**src/rtl/gfx_stream_arbiter.sv**
```systemverilog
// Round-robin, packet-atomic arbiter merging PORTS valid/ready streams into one
// registered output stream (1-cycle latency, full throughput).
module gfx_stream_arbiter #(
  parameter int WIDTH = 32,
  parameter int PORTS = 4,
  parameter int SRC_W = $clog2(PORTS)
) (
  input  logic                   clk,
  input  logic                   rst,
  input  logic [PORTS*WIDTH-1:0] in,
  input  logic [PORTS-1:0]       in_last,
  input  logic [PORTS-1:0]       in_valid,
  output logic [PORTS-1:0]       in_ready,
  input  logic                   out_ready,
  output logic                   out_valid,
  output logic [WIDTH-1:0]       out,
  output logic                   out_last,
  output logic [SRC_W-1:0]       out_src
);

  typedef enum logic {IDLE, LOCKED} state_t;

  state_t           state, state_next;
  logic [SRC_W-1:0] owner, owner_next;
  logic [SRC_W-1:0] prio, prio_next;
  logic [SRC_W-1:0] sel;
  logic             sel_ok;
  logic             sel_last;
  logic [WIDTH-1:0] sel_data;
  logic             load;
  logic             accept;

  // (base + k) mod PORTS without relying on power-of-2 wrap
  function automatic logic [SRC_W-1:0] wrap_add(input logic [SRC_W-1:0] base, input int k);
    int s;
    s = int'(base) + k;
    if (s >= PORTS) s = s - PORTS;
    return SRC_W'(s);
  endfunction

  always_comb begin
    sel    = owner;
    sel_ok = 1'b0;
    if (state == LOCKED) begin
      sel_ok = in_valid[owner];
    end else begin
      // Scan downward so the lowest offset from prio wins.
      for (int k = PORTS - 1; k >= 0; k--) begin
        if (in_valid[wrap_add(prio, k)]) begin
          sel    = wrap_add(prio, k);
          sel_ok = 1'b1;
        end
      end
    end
  end

  always_comb begin
    sel_data = '0;
    for (int i = 0; i < PORTS; i++) begin
      if (SRC_W'(i) == sel) sel_data = in[i*WIDTH +: WIDTH];
    end
    sel_last = in_last[sel];
  end

  assign load   = !out_valid || out_ready;
  assign accept = load && sel_ok && !rst;

  always_comb begin
    for (int i = 0; i < PORTS; i++) begin
      in_ready[i] = accept && (SRC_W'(i) == sel);
    end
  end

  always_comb begin
    state_next = state;
    owner_next = owner;
    prio_next  = prio;
    if (accept) begin
      if (sel_last) begin
        state_next = IDLE;
        prio_next  = (sel == SRC_W'(PORTS - 1)) ? '0 : sel + SRC_W'(1);
      end else begin
        state_next = LOCKED;
        owner_next = sel;
      end
    end
  end

  always_ff @(posedge clk) begin
    if (rst) begin
      state     <= IDLE;
      owner     <= '0;
      prio      <= '0;
      out_valid <= 1'b0;
      out       <= '0;
      out_last  <= 1'b0;
      out_src   <= '0;
    end else begin
      state <= state_next;
      owner <= owner_next;
      prio  <= prio_next;
      if (accept) begin
        out_valid <= 1'b1;
        out       <= sel_data;
        out_last  <= sel_last;
        out_src   <= sel;
      end else if (load) begin
        out_valid <= 1'b0;
      end
    end
  end

endmodule

```
**config.mk**
```make
export PLATFORM = sky130hd
export DESIGN_NAME = gfx_stream_arbiter
export DESIGN_NICKNAME = d
export VERILOG_FILES = /design/src/rtl/gfx_stream_arbiter.sv
export SDC_FILE = /design/constraint.sdc
export NUM_CORES = 1
export LEC_CHECK = 0
export BUFFER_PORTS_ARGS = -buffer_cell sky130_fd_sc_hd__clkbuf_2
export CORE_MARGIN = 3
export CORE_UTILIZATION = 39
export DETAILED_ROUTE_END_ITERATION = 10
export GPL_ROUTABILITY_DRIVEN = 0
export HOLD_SLACK_MARGIN = 0.08
export PLACE_DENSITY = 0.85
export SYNTH_ARGS = -nofsm -noshare
export SYNTH_HDL_FRONTEND = slang
export SYNTH_SLANG_ARGS = --single-unit
```
**constraint.sdc**
```tcl
create_clock -name clk -period 3.05 [get_ports clk]
set_input_delay 0.305 -clock clk [delete_from_list [all_inputs] [get_ports clk]]
set_output_delay 0.305 -clock clk [all_outputs]
set_load 0.01 [all_outputs]
```
Word-level counts from Yosys, hierarchy flattened

Cells that the tools add are included.

Bits in registers: 41
Output and inout port bits: 40
Logic and storage cells: 81

$add $sub $neg: 8
$lt $le $gt $ge: 10
Equality and inequality tests: 4
Muxes and demuxes: 38
Bitwise logic cells: 1
Reduce and logical (&&, ||, !) cells: 13

Operators by type and width:

| cell                                                               | count |
|---|---|
| 2-to-1 mux 32 bit                                                  | 4 |
| 2-to-1 mux 2 bit                                                   | 14 |
| < comparator 2 x 3 -> 1 bit (second input constant)                | 6 |
| 2-to-1 mux 1 bit                                                   | 14 |
| binary-select mux 1 bit (select 2 bit)                             | 6 |
| greater-or-equal comparator 3 bit (second input constant)          | 3 |
| subtractor 2 x 1 -> 2 bit (second input constant)                  | 4 |
| adder 2 x 2 -> 3 bit (second input constant)                       | 2 |
| logical AND 1 bit                                                  | 6 |
| equality test 2 bit (first input constant)                         | 2 |
| AND reduction 2 bit                                                | 2 |
| adder 2 x 1 -> 3 bit (second input constant)                       | 1 |
| greater-or-equal comparator 2 x 3 -> 1 bit (second input constant) | 1 |
| adder 2 x 1 -> 2 bit (second input constant)                       | 1 |
| equality test 1 x 2 -> 1 bit (first input constant)                | 1 |
| equality test 2 bit (second input constant)                        | 1 |
| logical NOT 1 bit                                                  | 2 |
| logical NOT 2 bit                                                  | 1 |
| nonzero test 2 bit                                                 | 1 |
| logical OR 1 bit                                                   | 1 |
| NOT 1 bit                                                          | 1 |

Depth between registers and ports, before layout

Word-level depth: 16
Depth in mapped cells: 17
Depth with buffers taken out: 13

Worst setup path before layout

Ideal clock, no wire load.

Kind: register -> register
From: register prio[0]
To: register out[10]
Setup time: 0.128 ns
Arrival time: 2.811 ns
Required time: 2.922 ns
Slack: 0.112 ns
Cell stages (with the launch flop): 18
Clock period less this slack: 2.938 ns
Cell sequence: dfxtp_1 -> buf_6 -> mux4_2 -> a2111oi_2 -> o21ai_1 -> o311a_1 -> buf_6 -> inv_1 -> ha_1 -> clkbuf_1 -> nor2b_1 -> clkbuf_1 -> a22oi_1 -> nor2_1 -> a21oi_1 -> o211ai_1 -> o21ai_0 -> nor2_1

Cells in the longest elaborated chain, start to end: 16

RTL lines:

| what                                                                                  | RTL line | text |
|---|---|---|
| start, declared                                                                       | 25       | `logic [SRC_W-1:0] prio, prio_next;` |
| start signal, assigned                                                                | 101      | `prio <= prio_next;` |
| adder 2 x 2 -> 3 bit                                                                  | 36       | `s = int'(base) + k;` |
| greater-or-equal comparator 3 bit / subtractor 2 x 1 -> 2 bit (equally long branches) | 37       | `if (s >= PORTS) s = s - PORTS;` |
| 2-to-1 mux 2 bit                                                                      | 37       |  |
| 2-to-1 mux 2 bit                                                                      | 44       | `if (state == LOCKED) begin` |
| binary-select mux 1 bit (select 2 bit)                                                | 49       | `if (in_valid[wrap_add(prio, k)]) begin` |
| 2-to-1 mux 1 bit (implied by the code)                                                | 49       |  |
| 2-to-1 mux 2 bit (3 in series)                                                        | 49       |  |
| 2-to-1 mux 2 bit (*)                                                                  | 49       |  |
| 2-to-1 mux 2 bit (*)                                                                  | 44       |  |
| net sel[0]                                                                            | 26       | `logic [SRC_W-1:0] sel;` |
| logical NOT 2 bit                                                                     | 60       | `if (SRC_W'(i) == sel) sel_data = in[i*WIDTH +: WIDTH];` |
| 2-to-1 mux 32 bit (3 in series)                                                       | 60       |  |
| 2-to-1 mux 32 bit (*)                                                                 | 60       |  |
| end signal, assigned                                                                  | 104      | `out <= sel_data;` |
| end, declared                                                                         | 16       | `output logic [WIDTH-1:0] out,` |

The timed path passes the listed nets; every way through them passes the cells marked *. The select of a mux whose other input is x is not followed.
A chain may end at the register's enable or synchronous reset.

Worst setup path after layout

From: register prio[0]
To: output in_ready[1]

RTL lines:

| what                                                                                  | RTL line | text |
|---|---|---|
| adder 2 x 2 -> 3 bit                                                                  | 36       |  |
| greater-or-equal comparator 3 bit / subtractor 2 x 1 -> 2 bit (equally long branches) | 37       |  |
| 2-to-1 mux 2 bit                                                                      | 37       |  |
| 2-to-1 mux 2 bit                                                                      | 44       |  |
| binary-select mux 1 bit (select 2 bit)                                                | 49       |  |
| 2-to-1 mux 1 bit (implied by the code)                                                | 49       |  |
| 2-to-1 mux 2 bit (3 in series)                                                        | 49       |  |
| 2-to-1 mux 2 bit (*)                                                                  | 49       |  |
| 2-to-1 mux 2 bit (*)                                                                  | 44       |  |
| net sel[0]                                                                            | 26       |  |
| equality test 1 x 2 -> 1 bit (*)                                                      | 70       | `in_ready[i] = accept && (SRC_W'(i) == sel);` |
| logical AND 1 bit (*)                                                                 | 70       |  |
| end, declared                                                                         | 13       | `output logic [PORTS-1:0] in_ready,` |

Marked as above.

==> impl_metrics.yaml <==
run_status:
  outcome: "finished, final reports clean"
cts:
  cts_buffers: 5
  cts-root-buf: "clkbuf_8"
  clkSinkCount: 41
  clockBufferDepth: 2
  path_clk_slew_ps: 90
  clk_latency_ps: 290
  cts_tree: "done"
  hold_buffers: 0
  cts-htree-levels: 2
grt:
  grt_pass1_wl_um: 16400
  antenna_found_initial: 0
  grt_overflow: 0
  first_global_vias: 3430
  grt_max_degree: 39
  grt.total_usage_pct: 23.7
yosys:
  synth_area_leaders: "dfxtp_1, nor2_1, a22oi_1"
  synthTopCellsByCount: "nor2_1, dfxtp_1, nand2_1, a21oi_1, o21ai_0"
  synth_ff_type: "dfxtp_1"
  yosys.area.top_type_share_pct: 28.5
  yosys.area.top_type: "dfxtp_1"
  async_flop_share_pct: 0
  yosysWarnings: 0
  yosysMostFrequentCell: "nor2_1"
  ys_ff_latch: 41
  synth.distinct_cells: 46
  synth-seq-area-share_pct: 28.5
  syn_area_um2: 2880
  synthesis.nets: 541
  synth_cells: 398
  synth-edff-count: 0
  avgSynthCellArea_um2: 7.23
job:
  max-cap-violations: 0
detailed_routing:
  routed_wl_um: 10600
  post-route-drc-count: 0
  vias_per_cell: 5.48
  wl_per_cell_um: 16.1
  dr.pass1.iters: 5
  drt_iter0_markers: 154
  vias: 3619
  ant_nets: 0
sta:
  setup_viol: 0
  timing.final.crit_share_pct: 94.6
  setup_tns_ps: 0
  min_period_ps: 2890
  fmax_mhz: 346
  setup_slack_ps: 163
  relSlewSlack_pct: 42.9
  hold_violations: 0
  fin_worst_skew_ps: 5.99
  rsz0062_at_grt: "no"
  final_max_slew_viol_count: 0
  worstMarginPinSlew_ps: 857
placed_design:
  dpl.hpwl_um: 7920
  portBuffers: 178
  post-place-ws_ps: 42.0
  placed_cell_area_um2: 3910
worst_setup_path:
  cp.required_ps: 2740
  slowest_delay_ps: 560
  cp_top_family: "compound AO/OA/AOI/OAI gates"
  slowest_stage: "mux4_2"
  crit_fanout: 17
  startpoint_type: "flop"
  cp-end-kind: "primary output"
  crit_buf_inv: 3
  arrival_ps: 2580
  critPathKind: "flop to primary output"
  cp_cell_sequence: "mux4_2 > a2111oi_2 > o21ai_1 > o311a_4 > inv_2 > ha_4 > buf_12 > and2_1 > clkbuf_2"
finish:
  drive_above_1_share_pct: 40.8
  diodes: 0
  fillCellCount: 680
  fin_area_um2: 4130
  syn2layout_area_growth_pct: 43.4
  fin_nets: 706
floorplanning:
  core_area_um2: 6980
  dieHeight_um: 91.9
  start_util_pct: 41.2
  fp-row-count: 30
  die_width_um: 91.9
  io_pins: 179
  die_area_um2: 8450
worst_hold_path:
  min_path_type: "primary input to flop"
pwr:
  p_leak_nw: 1.89
  ir_drop_mv: 0.647
  pwr_density_cell_nw_per_um2: 1060
-- through the flow --
step           util, %  cells  hold WS (ps)  power [W]
4_1_cts           57.8    657           331    0.00411
3_3_place_gp      56.0    649           491    0.00356
5_1_grt           59.1    660           360    0.00479
3_5_place_dp      56.0    649           501    0.00365
2_1_floorplan        -    398           505    0.00279
6_report          59.1    660           339    0.00439
-- worst register-to-register path, delay by kind of cell, from the launching register on --
kind                       cells  cell delay [ps]
muxes                          1              560
adders and majority gates      1              190
and+or+nand+nor                3              190
DFF                            1              390
buffers and inverters          2              280
AOI/OAI and AO/OA              7             1120
-- path summary, 6_finish.rpt --
check                  from     endpoint  slack (ps)  depth (start not counted)
hold / removal    out_ready    out_valid         340                          4
setup reg to reg    prio[0]      out[20]         200                         14
hold reg to reg     out[30]      out[30]         510                          2
setup / recovery    prio[0]  in_ready[1]         160                          9
-- logic make-up after synthesis --
logic type / after synthesis / share of synthesized area (%)
compound gates: 157 / 37.4
fa+ha+maj: 4 / 1.74
buf+inv: 48 / 7.30
flops: 41 / 28.5
mux: 8 / 3.78
simple gates: 140 / 21.3
-- flip-flops by register name (all words and copies together), names as in the netlist --
register and cells:
out 32, out_last 1, out_src 2, out_valid 1, owner 2, prio 2, state 1
-- metal layers --
layer	GRT usage (%)	wire length, um	up-vias
li1	-	-	1766
met1	29.1	4050	1647
met2	41.1	5470	182
met3	4.18	804	24
met4	9.16	303	0
met5	0	0	-
-- power breakdown --
part,internal [W],switching [W],total (W)
logic,0.00139,0.00175,0.00315
clock network,0.000209,0.000202,0.000411
registers,0.000705,0.000123,0.000829
-- what timing repair did --
action	in CTS	in global routing
setup endpoints to repair	2	34
gates resized for setup	2	10
pin swaps	0	1
gates cloned	0	2
setup buffers	0	1
-- final cells by class --
| cell class | instances | area [um^2] | share of cell area [%] |
|---|---|---|---|
| clock inverter | 1 | 8.76 | 0.212 |
| multi-input combinational | 309 | 1900 | 46.1 |
| tap | 96 | 120 | 2.91 |
| clock buffer | 7 | 96.3 | 2.33 |
| timing repair buffer | 199 | 1150 | 27.9 |
| sequential | 41 | 822 | 19.9 |
| inverter | 7 | 26.3 | 0.637 |
-- placed cells by master (no fill, tap or decap), drive strengths merged, types with 2 or more instances in the layout --
cell type and count:
clkbuf 187, nor2 75, dfxtp 41, nand2 39, a21oi 38, o21ai 38
a22oi 32, o211ai 31, buf 19, inv 8, and2 5, nand2b 4
nor2b 4, ha 4, mux2i 3, nor3b 3, mux2 3, nand3 3
mux4 2, nor4 2, a211oi 2, nor3 2, a32o 2, a2111oi 2
Power figures use the tool's default switching activity.
